===== src/rtl/fetch_stage.sv =====
// Instruction fetch with IF/ID register; owns the PC and a synchronous imem.
// A one-entry hold buffer keeps the in-flight response alive across stalls.
module fetch_stage #(
  parameter int unsigned     XLEN     = 32,
  parameter logic [XLEN-1:0] RESET_PC = '0,
  parameter logic [31:0]     NOP      = 32'h0000_0013
) (
  input  logic            clk,
  input  logic            rst,
  input  logic            flush,
  input  logic [XLEN-1:0] branch_target,
  input  logic            stall,
  output logic            imem_req,
  output logic [XLEN-1:0] imem_addr,
  input  logic [31:0]     imem_rdata,
  output logic            if_id_valid,
  output logic [XLEN-1:0] if_id_pc,
  output logic [31:0]     if_id_instr
);

  typedef struct packed {
    logic            valid;
    logic [XLEN-1:0] pc;
    logic [31:0]     instr;
  } slot_t;

  localparam slot_t BUBBLE = '{valid: 1'b0, pc: '0, instr: NOP};

  logic [XLEN-1:0] pc;
  logic            inflight;
  logic [XLEN-1:0] inflight_pc;
  slot_t           hold;
  slot_t           if_id;
  slot_t           fetched;
  slot_t           next_if_id;

  assign imem_req  = !rst && !flush && !stall;
  assign imem_addr = pc;

  assign fetched = '{valid: 1'b1, pc: inflight_pc, instr: imem_rdata};

  // Buffered word is always older than anything in flight.
  always_comb begin
    next_if_id = BUBBLE;
    unique case (1'b1)
      hold.valid: next_if_id = hold;
      inflight:   next_if_id = fetched;
      default:    next_if_id = BUBBLE;
    endcase
  end

  always_ff @(posedge clk) begin
    if (rst) begin
      pc          <= RESET_PC;
      inflight    <= 1'b0;
      inflight_pc <= '0;
      hold        <= BUBBLE;
      if_id       <= BUBBLE;
    end else if (flush) begin
      pc          <= branch_target;
      inflight    <= 1'b0;
      hold.valid  <= 1'b0;
      if_id       <= BUBBLE;
    end else if (stall) begin
      if (inflight) begin
        hold     <= fetched;
        inflight <= 1'b0;
      end
    end else begin
      if_id       <= next_if_id;
      hold.valid  <= 1'b0;
      inflight    <= 1'b1;
      inflight_pc <= pc;
      pc          <= pc + XLEN'(4);
    end
  end

  assign if_id_valid = if_id.valid;
  assign if_id_pc    = if_id.pc;
  assign if_id_instr = if_id.instr;

endmodule


===== config.mk =====
export PLATFORM = sky130hd
export DESIGN_NAME = fetch_stage
export DESIGN_NICKNAME = d
export VERILOG_FILES = /design/src/rtl/fetch_stage.sv
export SDC_FILE = /design/constraint.sdc
export NUM_CORES = 1
export LEC_CHECK = 0
export ABC_AREA = 1
export ABC_CLOCK_PERIOD_IN_PS = 3000
export BUFFER_PORTS_ARGS = -buffer_cell sky130_fd_sc_hd__buf_2
export CAP_MARGIN = 10
export CORE_MARGIN = 2
export CORE_UTILIZATION = 59
export DETAILED_ROUTE_END_ITERATION = 10
export GPL_TIMING_DRIVEN = 0
export PLACE_DENSITY_LB_ADDON = 0.12
export SLEW_MARGIN = 20
export SYNTH_ARGS = -nofsm -noshare
export SYNTH_HDL_FRONTEND = slang
export SYNTH_SLANG_ARGS = --single-unit

===== constraint.sdc =====
create_clock -name clk -period 3 [get_ports clk]
set_clock_uncertainty 0.15 [all_clocks]
set_input_delay 0 -clock clk [delete_from_list [all_inputs] [get_ports clk]]
set_output_delay 0 -clock clk [all_outputs]
set_load 0.01 [all_outputs]

==> impl_results.md, run 1 <==
- Status: completed
- RSZ-0062 raised after global routing: false
- Power Internal: 4.33 mW
- Initial Util: 59.8%
- Ys flop type: dfxtp_1
- Via-per-instance ratio: 5.59
- Yosys top cell by area: dfxtp_1
- Clock insertion delay at the later pin of the skew report: 440 ps
- Design area: 10600 µm²
- Die H: 122 µm
- GRT overflow: 0
- Clk pwr share: 42.5%
- Critical Path AT: 2290 ps
- Syn Std Cell Area: 8210 µm²
- Largest family of logic cells by synthesized area: simple AND/OR/NAND/NOR gates
- ANT nets after route: 0
- TNS Setup: 0 ps
- Setup slack, reg-to-reg: 910 ps
- Share of cells above drive strength 1: 17.1%
- Post-layout min period: 2090 ps
- Tightest Pin Transition: 788 ps
- Sw frac: 25.0%
- Post-CTS setup buffer count: 0
- Final Util: 77.0%
- Maximum VDD drop: 430 µV
- Mux cell area share after synthesis: 0%
- Final Hold Violating Endpoints: 0
- CP Launch Type: register
- CP max FO: 6
- CP Cell Sequence: ha_1 -> nand2_1 -> nor2_4 -> nand3_1 -> nor2_2 -> nand3_1 -> nand2_1 -> nand3_1 -> nand2_1 -> inv_1
- # DRC: 0
- Row Count: 43
- Slew Viols, Final: 0
- Post-synthesis sequential area ratio: 47.6%
- Htree depth: 4
- CTS Hold Bufs: 67
- Initial antenna violation count: 0
- TritonCTS clock tree: built
- Antenna diodes: 0
- Hold Crit Class: primary input to register
- Combinational share of power: 9.9%
- Worst Path Required: 3200 ps
- Initial drt markers: 960
- Synth Area in Simple Gates: 24.6%
- Synth warn: 0
- Vias in the first global route: 8174
- WL final: 25800 µm
- Worst Path Buf+Inv: 1
- Post-Synth Adder-Cell Area: 0.152%
- P&R area growth vs syn: 28.7%
- Mapped Nets: 1227
- PwrDens: 547 nW/µm²
- Worst-path clk slew: 80 ps
- Leakage: 4.52 nW
- Total power: 5.78 mW
- I/O Pins: 166
- Total of max-cap violations: 0
- Synth Area in Compound Gates: 20.2%
- Switching power: 1.44 mW
- Post-CTS sizing: 0
- Die Footprint: 14900 µm²
- Crit Path Category: register to register
- Post-synthesis cell count: 1158
- Setup violators final: 0
- Clock tree buffer depth: 2
- Slowest cell on crit path: dfxtp_1
- Most common cell in the netlist: nand2_1
- Core box area: 13700 µm²
- First-pass GRT wire length: 40000 µm
- Reg power frac: 47.7%
- Part of the cycle the worst path needs: 69.7%
- Max transition margin: 47.1%
- Async SR Flop Fraction: 0%
- IO buf count: 164
- CP peak stage delay: 470 ps
- Post-synth top area share: 47.6%
- Placed inst area: 9250 µm²
- Final GP Congestion: 0.983
- Nets: 1477
- HPWL Detailed: 17400 µm
- WL/cell: 16.1 µm
- Origin of the critical flop-to-flop path: imem_addr[2]$_SDFFE_PP0N_
- Synth cell types: 32
- Clk root buf: clkbuf_16
- Seq cells post-synth: 195
- Global Route Usage Sum: 34.8%
- 1st-pass router iterations: 7
- Syn Area/Cell: 7.09 µm²
- Via count: 8946
- Commonest cells post-synth: nand2_1 (313), dfxtp_1 (195), a21oi_1 (187)
- CTS Buf Count: 17
- Number of synthesized flops with an enable pin: 0
- Die width: 122 µm
- Area contributors post-synth: dfxtp_1 (48%), nand2_1 (14%), a21oi_1 (11%), o21ai_0 (7.0%), nor2_1 (4.2%)
- Crit-path leading delay family: simple AND/OR/NAND/NOR gates
- Setup crit start: imem_addr[2]$_SDFFE_PP0N_
- Clk sinks: 195
- F_max: 478 MHz
- Setup crit end kind: register
- Hold wc startpoint: branch_target[1]
- XOR/XNOR Fraction of Synth Area: 0.107%
- Largest net degree at the start of global routing: 18
-- registers in the layout, indices dropped and copies added, names as in the netlist --
signal,flops
imem_addr,32
hold,65
if_id_instr,32
inflight,1
inflight_pc,32
if_id_valid,1
if_id_pc,32
-- metal layers --
| layer | global-route usage, % | part of all wire, % |
|---|---|---|
| met2 | 56.7 | 47 |
| met4 | 11.4 | 2.0 |
| met1 | 46.3 | 41 |
| met3 | 7.02 | 9.2 |
| met5 | 0 | 0 |
-- area by class of cell --
type                    instances  area, µm²
well taps                     180        225
repair buffers                231       1490
multi-input cells             815       3700
clock inverters                14        199
fillers                      1053       3160
flip-flops and latches        195       3900
clock buffers                  18        439
inverters                      74        278
plain buffers                  74        329
-- cells by family after synthesis --
group,Yosys count
AOI/OAI and AO/OA,321
adders and majority gates,1
DFF,195
xor gates and xnor gates,1
and+or+nand+nor,492
buffers and inverters,148
-- power groups by stage --
stage          Combinational, mW  Sequential, mW  Clock [mW]
2_1_floorplan              0.259            2.81           0
3_3_place_gp               0.478            2.81           0
4_1_cts                    0.555            2.75        2.46
6_report                   0.569            2.75        2.45
3_5_place_dp               0.484            2.81           0
5_1_grt                    0.624            2.76        2.56
-- worst min-delay path, delay by kind of cell --
kind                   cells  cell delay, ps
buffers and inverters      2             620
and+or+nand+nor            2             130
-- layout by cell type, fill, tap and decap left out, types with 2 or more instances in the layout --
master,n
clkbuf_16,17
nand2_1,313
inv_2,5
o22ai_1,3
buf_2,187
nand3_1,55
a21oi_1,187
bufinv_16,4
a31oi_1,3
a22o_1,5
dlygate4sd3_1,67
o21ai_0,114
nor2_1,91
clkbuf_1,44
nand4_1,11
buf_1,4
buf_6,3
nor2_2,11
o211ai_1,2
inv_1,69
inv_6,4
dfxtp_1,195
nor2_4,4
clkinvlp_4,4
nor3_1,2
o221ai_1,3
-- through the flow --
step	hold WS (ps)	worst slack (ps)	std cells
finish	206	910	1601
global route	217	874	1601
CTS	202	1010	1601
detailed placement	103	1010	1502
global placement	80.2	1070	1502
floorplan	-112	1330	1158
-- path summary, 6_finish.rpt --
path,endpoint,depth (start not counted)
setup reg to reg,imem_addr[30]$_SDFFE_PP0N_,10
setup / recovery,imem_addr[30]$_SDFFE_PP0N_,10
hold reg to reg,hold[44]$_SDFFE_PP0P_,2
hold / removal,imem_addr[1]$_SDFFE_PP0P_,4
(Power assumes the default switching activity.)
==> run 2, diff against run 1 <==
ABC_AREA = 0   (was 1)
ABC_CLOCK_PERIOD_IN_PS = 2200   (was 3000)
CORE_UTILIZATION = 55   (was 59)
clock period = 2.2 ns   (was 3 ns; I/O delays follow)
==> run 2 against run 1 <==
Final cell count down 7.5%. First-iteration DRC count down 4.6%. Die area up 4.7%. Largest cell class unchanged.
==> impl_results.md, run 2 <==
- Die Footprint: 15600 µm² (was 14900 µm²)
- IO buf count: 163 (was 164)
- # fillers: 1189 (was 1053)
- Met3 WL: 2140 µm (was 2380 µm)
- Vias in the first global route: 7722 (was 8174)
- Worst Path Required: 2360 ps (was 3200 ps)
- Global Route Usage Sum: 30.8% (was 34.8%)
- Worst reg2reg path endpoint: imem_addr[28]$_SDFFE_PP0N_ (was imem_addr[30]$_SDFFE_PP0N_)
- Die width: 125 µm (was 122 µm)
- WL final: 24400 µm (was 25800 µm)
- WL/cell: 16.5 µm (was 16.1 µm)
- Post-layout min period: 2140 ps (was 2090 ps)
- Setup slack, reg-to-reg: 60 ps (was 910 ps)
- Max transition margin: 49.9% (was 47.1%)
- Number of flip-flops under the largest register name: 65 (unchanged)
- Clk sinks: 195 (unchanged)
- Part of the cycle the worst path needs: 97.4% (was 69.7%)
- Clk root buf: clkbuf_16 (unchanged)
- Row Count: 44 (was 43)
- Maximum VDD drop: 639 µV (was 430 µV)
- Tightest Pin Transition: 752 ps (was 788 ps)
- Syn Std Cell Area: 8020 µm² (was 8210 µm²)
- Syn Area/Cell: 7.79 µm² (was 7.09 µm²)
- F_max: 467 MHz (was 478 MHz)
- RSZ-0062 raised after global routing: true (was false)
- Leakage: 3.91 nW (was 4.52 nW)
- Hold Crit Class: primary input to register (unchanged)
- 1st-pass router iterations: 5 (was 7)
- PwrDens: 699 nW/µm² (was 547 nW/µm²)
- Worst Reg-to-Reg Cells: 6 (was 10)
- Area contributors post-synth: dfxtp_1 (49%), a21oi_1 (10%), nand2_1 (9.8%), nor2_1 (7.0%), a22oi_1 (5.7%) (was dfxtp_1 (48%), nand2_1 (14%), a21oi_1 (11%), o21ai_0 (7.0%), nor2_1 (4.2%))
- P&R area growth vs syn: 29.4% (was 28.7%)
- I/O Pins: 166 (unchanged)
- Critical Path AT: 2300 ps (was 2290 ps)
- First-pass GRT wire length: 39200 µm (was 40000 µm)
- Via count: 8502 (was 8946)
- Setup violators final: 0 (unchanged)
- Non-Filler Instances: 1481 (was 1601)
- Setup crit end kind: register (unchanged)
- Yosys top cell by area: dfxtp_1 (unchanged)
- CP endpoint: imem_addr[28]$_SDFFE_PP0N_ (was imem_addr[30]$_SDFFE_PP0N_)
- Final Hold Violating Endpoints: 0 (unchanged)
- # DRC: 0 (unchanged)
- Commonest non-fill, non-tap cell in the layout: nand2_1 (unchanged)
- Worst-path clk slew: 70 ps (was 80 ps)
- Total of max-cap violations: 0 (unchanged)
- Initial Util: 55.8% (was 59.8%)
- Status: completed (unchanged)
- Synth warn: 0 (unchanged)
- Design area: 10400 µm² (was 10600 µm²)
- Die H: 125 µm (was 122 µm)
- Core box area: 14400 µm² (was 13700 µm²)
- ANT nets after route: 0 (unchanged)
- Synth cell types: 47 (was 32)
- Post-synthesis sequential area ratio: 48.7% (was 47.6%)
- Mapped Nets: 1099 (was 1227)
- Placed Instances: 1377 (was 1502)
- Antenna diodes: 0 (unchanged)
- Reg with most FFs: hold (unchanged)
- Initial antenna violation count: 0 (unchanged)
- Slew Viols, Final: 0 (unchanged)
- Largest net degree at the start of global routing: 17 (was 18)
- Number of synthesized flops with an enable pin: 0 (unchanged)
- Share of cells above drive strength 1: 16.7% (was 17.1%)
- Seq cells post-synth: 195 (unchanged)
- Clock tree buffer depth: 2 (unchanged)
- CTS Buf Count: 17 (unchanged)
- Clock insertion delay at the later pin of the skew report: 420 ps (was 440 ps)
- Crit Path Category: register to register (unchanged)
- Setup crit start: imem_addr[3]$_SDFFE_PP0N_ (was imem_addr[2]$_SDFFE_PP0N_)
- HPWL Detailed: 16600 µm (was 17400 µm)
- Via-per-instance ratio: 5.74 (was 5.59)
- GRT overflow: 0 (unchanged)
- Initial drt markers: 916 (was 960)
- Highest metal used: met4 (unchanged)
- CP max FO: 10 (was 6)
- Most frequent cells in the layout: nand2_1 (210), dfxtp_1 (191), buf_2 (170), a21oi_1 (163), nor2_1 (150) (was nand2_1 (313), dfxtp_1 (195), buf_2 (187), a21oi_1 (187), o21ai_0 (114))
- Most common cell in the netlist: nand2_1 (unchanged)
- Register area: 3910 µm² (was 3900 µm²)
- Footprint of the multi-input gates: 3790 µm² (was 3700 µm²)
- Hold WS: 36.7 ps (was 206 ps)
- Post-synthesis cell count: 1030 (was 1158)
- Placed inst area: 9070 µm² (was 9250 µm²)
- CP Launch Type: register (unchanged)
- Post-synth top area share: 48.7% (was 47.6%)
- Origin of the critical flop-to-flop path: imem_addr[3]$_SDFFE_PP0N_ (was imem_addr[2]$_SDFFE_PP0N_)
- Htree depth: 4 (unchanged)
- Total power: 7.26 mW (was 5.78 mW)
- Met1 WL: 10400 µm (was 10700 µm)
- TritonCTS clock tree: built (unchanged)
- Nets: 1354 (was 1477)
- Ys flop type: dfxtp_1 (unchanged)
- Commonest cells post-synth: nand2_1 (210), dfxtp_1 (195), a21oi_1 (163) (was nand2_1 (313), dfxtp_1 (195), a21oi_1 (187))
- Final GP Congestion: 0.952 (was 0.983)
- Async SR Flop Fraction: 0% (unchanged)
- Metal2 WL: 11100 µm (was 12200 µm)
## run 2: what timing repair did
action,CTS,global route
gates resized for setup,2,11
cloned,0,0
hold buffers,69,0
pin swaps,0,4
buffers inserted,0,4
hold endpoints to repair,98,0
endpoints found under the setup margin,4,10
## run 2: power breakdown
part	switching (mW)	total (mW)	internal, mW
combinational	0.378	0.643	0.266
clock	1.31	2.92	1.61
sequential	0.0942	3.70	3.60
## run 2: cell families after synthesis
| logic type | share of synthesized area [%] |
|---|---|
| AND/OR/NAND/NOR | 24.4 |
| multiplexers | 0.374 |
| adder cells (fa/ha/maj) | 0.156 |
| flip-flops | 48.7 |
| buffers and inverters | 4.63 |
| XOR/XNOR | 1.20 |
| AO/OA/AOI/OAI | 20.6 |
## run 2: routing by layer
layer  GRT usage, %  vias up
met5              0        -
met4           10.9        0
met3           6.66       74
met2           48.5      443
met1           41.8     3911
li1               -     4074
## run 2: area by class of cell
class,instances,share of cell area (%)
buffer,87,3.37
clock buffer,22,4.47
clock inverter,9,0.783
inverter,6,0.217
multi-input combinational,742,36.5
sequential,195,37.6
tap,184,2.22
timing repair buffer,236,14.8
## run 2: worst min-delay path by stage
stage             startpoint  cells past startpoint                          to
2_1_floorplan          flush                      1                    imem_req
3_3_place_gp   imem_rdata[4]                      3        hold[4]$_SDFFE_PP1P_
3_5_place_dp   imem_rdata[4]                      3        hold[4]$_SDFFE_PP1P_
4_1_cts                flush                      4  imem_addr[27]$_SDFFE_PP0N_
5_1_grt                flush                      4  imem_addr[27]$_SDFFE_PP0N_
6_report               flush                      4  imem_addr[27]$_SDFFE_PP0N_
## run 2: per-stage QoR
step / util [%] / setup TNS (ps) / setup slack, ps
6_report: 72.3 / 0 / 56.9
5_1_grt: 72.3 / -13.8 / -13.5
4_1_cts: 71.7 / -19.7 / -19.7
3_5_place_dp: 63.1 / -219 / -138
3_3_place_gp: 63.1 / -216 / -139
2_1_floorplan: - / 0 / 233
## run 2: worst max-delay path, cell delays in order (launching register included)
cell     delay (ps)
dfxtp_1         470
ha_1            310
buf_2           280
nand2_1         100
nor4_2          250
a21oi_1         150
a311o_1         330
==> run 3, diff against run 2 <==
CORE_ASPECT_RATIO = 1.4   (was unset)
==> run 3 against run 2 <==
First-iteration DRC count fell by 36%. Combinational power rose by 1%. Fmax rose by 0.92%. Critical path depth did not move. Sequential power barely moved. Critical path type unchanged.
==> impl_results.md, run 3 (synthesis gave the netlist of run 2 again) <==
- Final Hold Violating Endpoints: 0 (unchanged)
- Worst Path Required: 2360 ps (about the same)
- Antenna diodes: 0 (unchanged)
- Part of the cycle the worst path needs: 96.5% (was 97.4%)
- First-pass GRT wire length: 39700 µm (was 39200 µm)
- Clk sinks: 195 (unchanged)
- Crit Path Category: register to register (unchanged)
- Placed Instances: 1382 (was 1377)
- Critical Path AT: 2280 ps (was 2300 ps)
- I/O Pins: 166 (unchanged)
- Global Route Usage Sum: 31.7% (was 30.8%)
- Row Count: 52 (was 44)
- Most frequent cells in the layout: nand2_1 (209), dfxtp_1 (189), buf_2 (167), a21oi_1 (163), nor2_1 (150) (was nand2_1 (210), dfxtp_1 (191), buf_2 (170), a21oi_1 (163), nor2_1 (150))
- Worst-path clk slew: 80 ps (was 70 ps)
- Footprint of the multi-input gates: 3800 µm² (was 3790 µm²)
- Max transition margin: 48.0% (was 49.9%)
- Reg with most FFs: hold (unchanged)
- Die width: 106 µm (was 125 µm)
- Slew Viols, Final: 0 (unchanged)
- Final GP Congestion: 0.939 (was 0.952)
- CTS Buf Count: 17 (unchanged)
- Number of flip-flops under the largest register name: 65 (unchanged)
- Setup crit end kind: register (unchanged)
- TritonCTS clock tree: built (unchanged)
- Leakage: 3.95 nW (was 3.91 nW)
- P&R area growth vs syn: 30.5% (was 29.4%)
- Post-layout min period: 2120 ps (was 2140 ps)
- Clock insertion delay at the later pin of the skew report: 430 ps (was 420 ps)
- Status: completed (unchanged)
- Maximum VDD drop: 660 µV (was 639 µV)
- Die Footprint: 15600 µm² (about the same)
- Setup slack, reg-to-reg: 80 ps (was 60 ps)
- Commonest non-fill, non-tap cell in the layout: nand2_1 (unchanged)
- Setup violators final: 0 (unchanged)
- # DRC: 0 (unchanged)
- PwrDens: 707 nW/µm² (was 699 nW/µm²)
- # fillers: 1173 (was 1189)
- Initial antenna violation count: 0 (unchanged)
- Total of max-cap violations: 0 (unchanged)
- Htree depth: 4 (unchanged)
- Clock tree buffer depth: 2 (unchanged)
- Register area: 3910 µm² (about the same)
- Via count: 8398 (was 8502)
- ANT nets after route: 0 (unchanged)
- Nets: 1357 (was 1354)
- Non-Filler Instances: 1490 (was 1481)
- Clk root buf: clkbuf_16 (unchanged)
- F_max: 471 MHz (was 467 MHz)
- CP max FO: 10 (unchanged)
- 1st-pass router iterations: 5 (unchanged)
- HPWL Detailed: 17400 µm (was 16600 µm)
- Hold Crit Class: primary input to register (unchanged)
- Initial drt markers: 583 (was 916)
- CP Launch Type: register (unchanged)
- Tightest Pin Transition: 780 ps (was 752 ps)
- Via-per-instance ratio: 5.64 (was 5.74)
- GRT overflow: 0 (unchanged)
- TNS Setup: 0 ps (unchanged)
- Die H: 147 µm (was 125 µm)
- Largest net degree at the start of global routing: 20 (was 17)
- Vias in the first global route: 8072 (was 7722)
- Share of cells above drive strength 1: 17.8% (was 16.7%)
- IO buf count: 163 (unchanged)
- WL final: 25100 µm (was 24400 µm)
- Core box area: 14400 µm² (about the same)
- Initial Util: 55.8% (about the same)
- WL/cell: 16.8 µm (was 16.5 µm)
[run 3: cell count changes in the layout (fill, tap and decap cells not counted), moves of 3 or more]
cell      previous run  this run
buf_4                4         9
clkinv_4             0         5
inv_8                0         5
clkbuf_1            73        69
clkinv_2             4         0
buf_2              170       167
[run 3: report_power, final]
| part | internal [mW] | switching [mW] | total, mW |
|---|---|---|---|
| logic | 0.269 | 0.383 | 0.651 |
| clock network | 1.54 | 1.52 | 3.06 |
| registers | 3.60 | 0.0950 | 3.69 |
[run 3: repair_timing]
action / in CTS / in global routing
hold buffers: 68 / 0
resized for setup: 4 / 23
setup buffers: 5 / 3
pin swaps: 2 / 5
setup endpoints to repair: 8 / 51
endpoints found under the hold margin: 96 / 0
[run 3: area by class of cell]
cell class | count | area share, %
Timing Repair Buffer | 239 | 14.9
Tap cell | 189 | 2.26
Sequential cell | 195 | 37.4
Clock buffer | 18 | 4.19
Buffer | 87 | 3.43
Clock inverter | 14 | 1.35
Inverter | 6 | 0.215
Multi-Input combinational cell | 742 | 36.3
[run 3: per-layer routing]
| layer | wire length [µm] | GRT usage [%] | vias up |
|---|---|---|---|
| met2 | 13100 | 57.7 | 365 |
| met4 | 756 | 14.1 | 0 |
| met5 | 0 | 0 | - |
| met1 | 9780 | 36.5 | 3903 |
| met3 | 1440 | 4.57 | 57 |
| li1 | - | - | 4073 |
[run 3: final timing paths]
path,cells after the start,start,endpoint
hold reg to reg,2,hold[28]$_SDFFE_PP0P_,hold[28]$_SDFFE_PP0P_
setup / recovery,6,imem_addr[3]$_SDFFE_PP0N_,imem_addr[28]$_SDFFE_PP0N_
hold / removal,4,flush,imem_addr[29]$_SDFFE_PP0N_
setup reg to reg,6,imem_addr[3]$_SDFFE_PP0N_,imem_addr[28]$_SDFFE_PP0N_
[run 3: worst max-delay path, cell delays in order, from the launching register on]
cell and delay (ps):
dfxtp_1 480, ha_2 300, buf_2 270, nand2_1 100, nor4_2 230, a21oi_1 140, a311o_1 340
[run 3: metrics by stage]
stage / utilization (%) / worst slack (ps) / power, mW / hold slack, ps / instance area (µm²)
finish: 72.8 / 76.4 / 7.41 / 48.3 / 10500
global route: 72.8 / -26.0 / 7.62 / 58.0 / 10500
CTS: 72.3 / 36.0 / 7.39 / 21.7 / 10400
detailed placement: 63.1 / -124 / 4.30 / 91.9 / 9080
global placement: 63.1 / -109 / 4.30 / 84.9 / 9080
floorplan: - / 233 / 4.05 / -77.5 / 8020
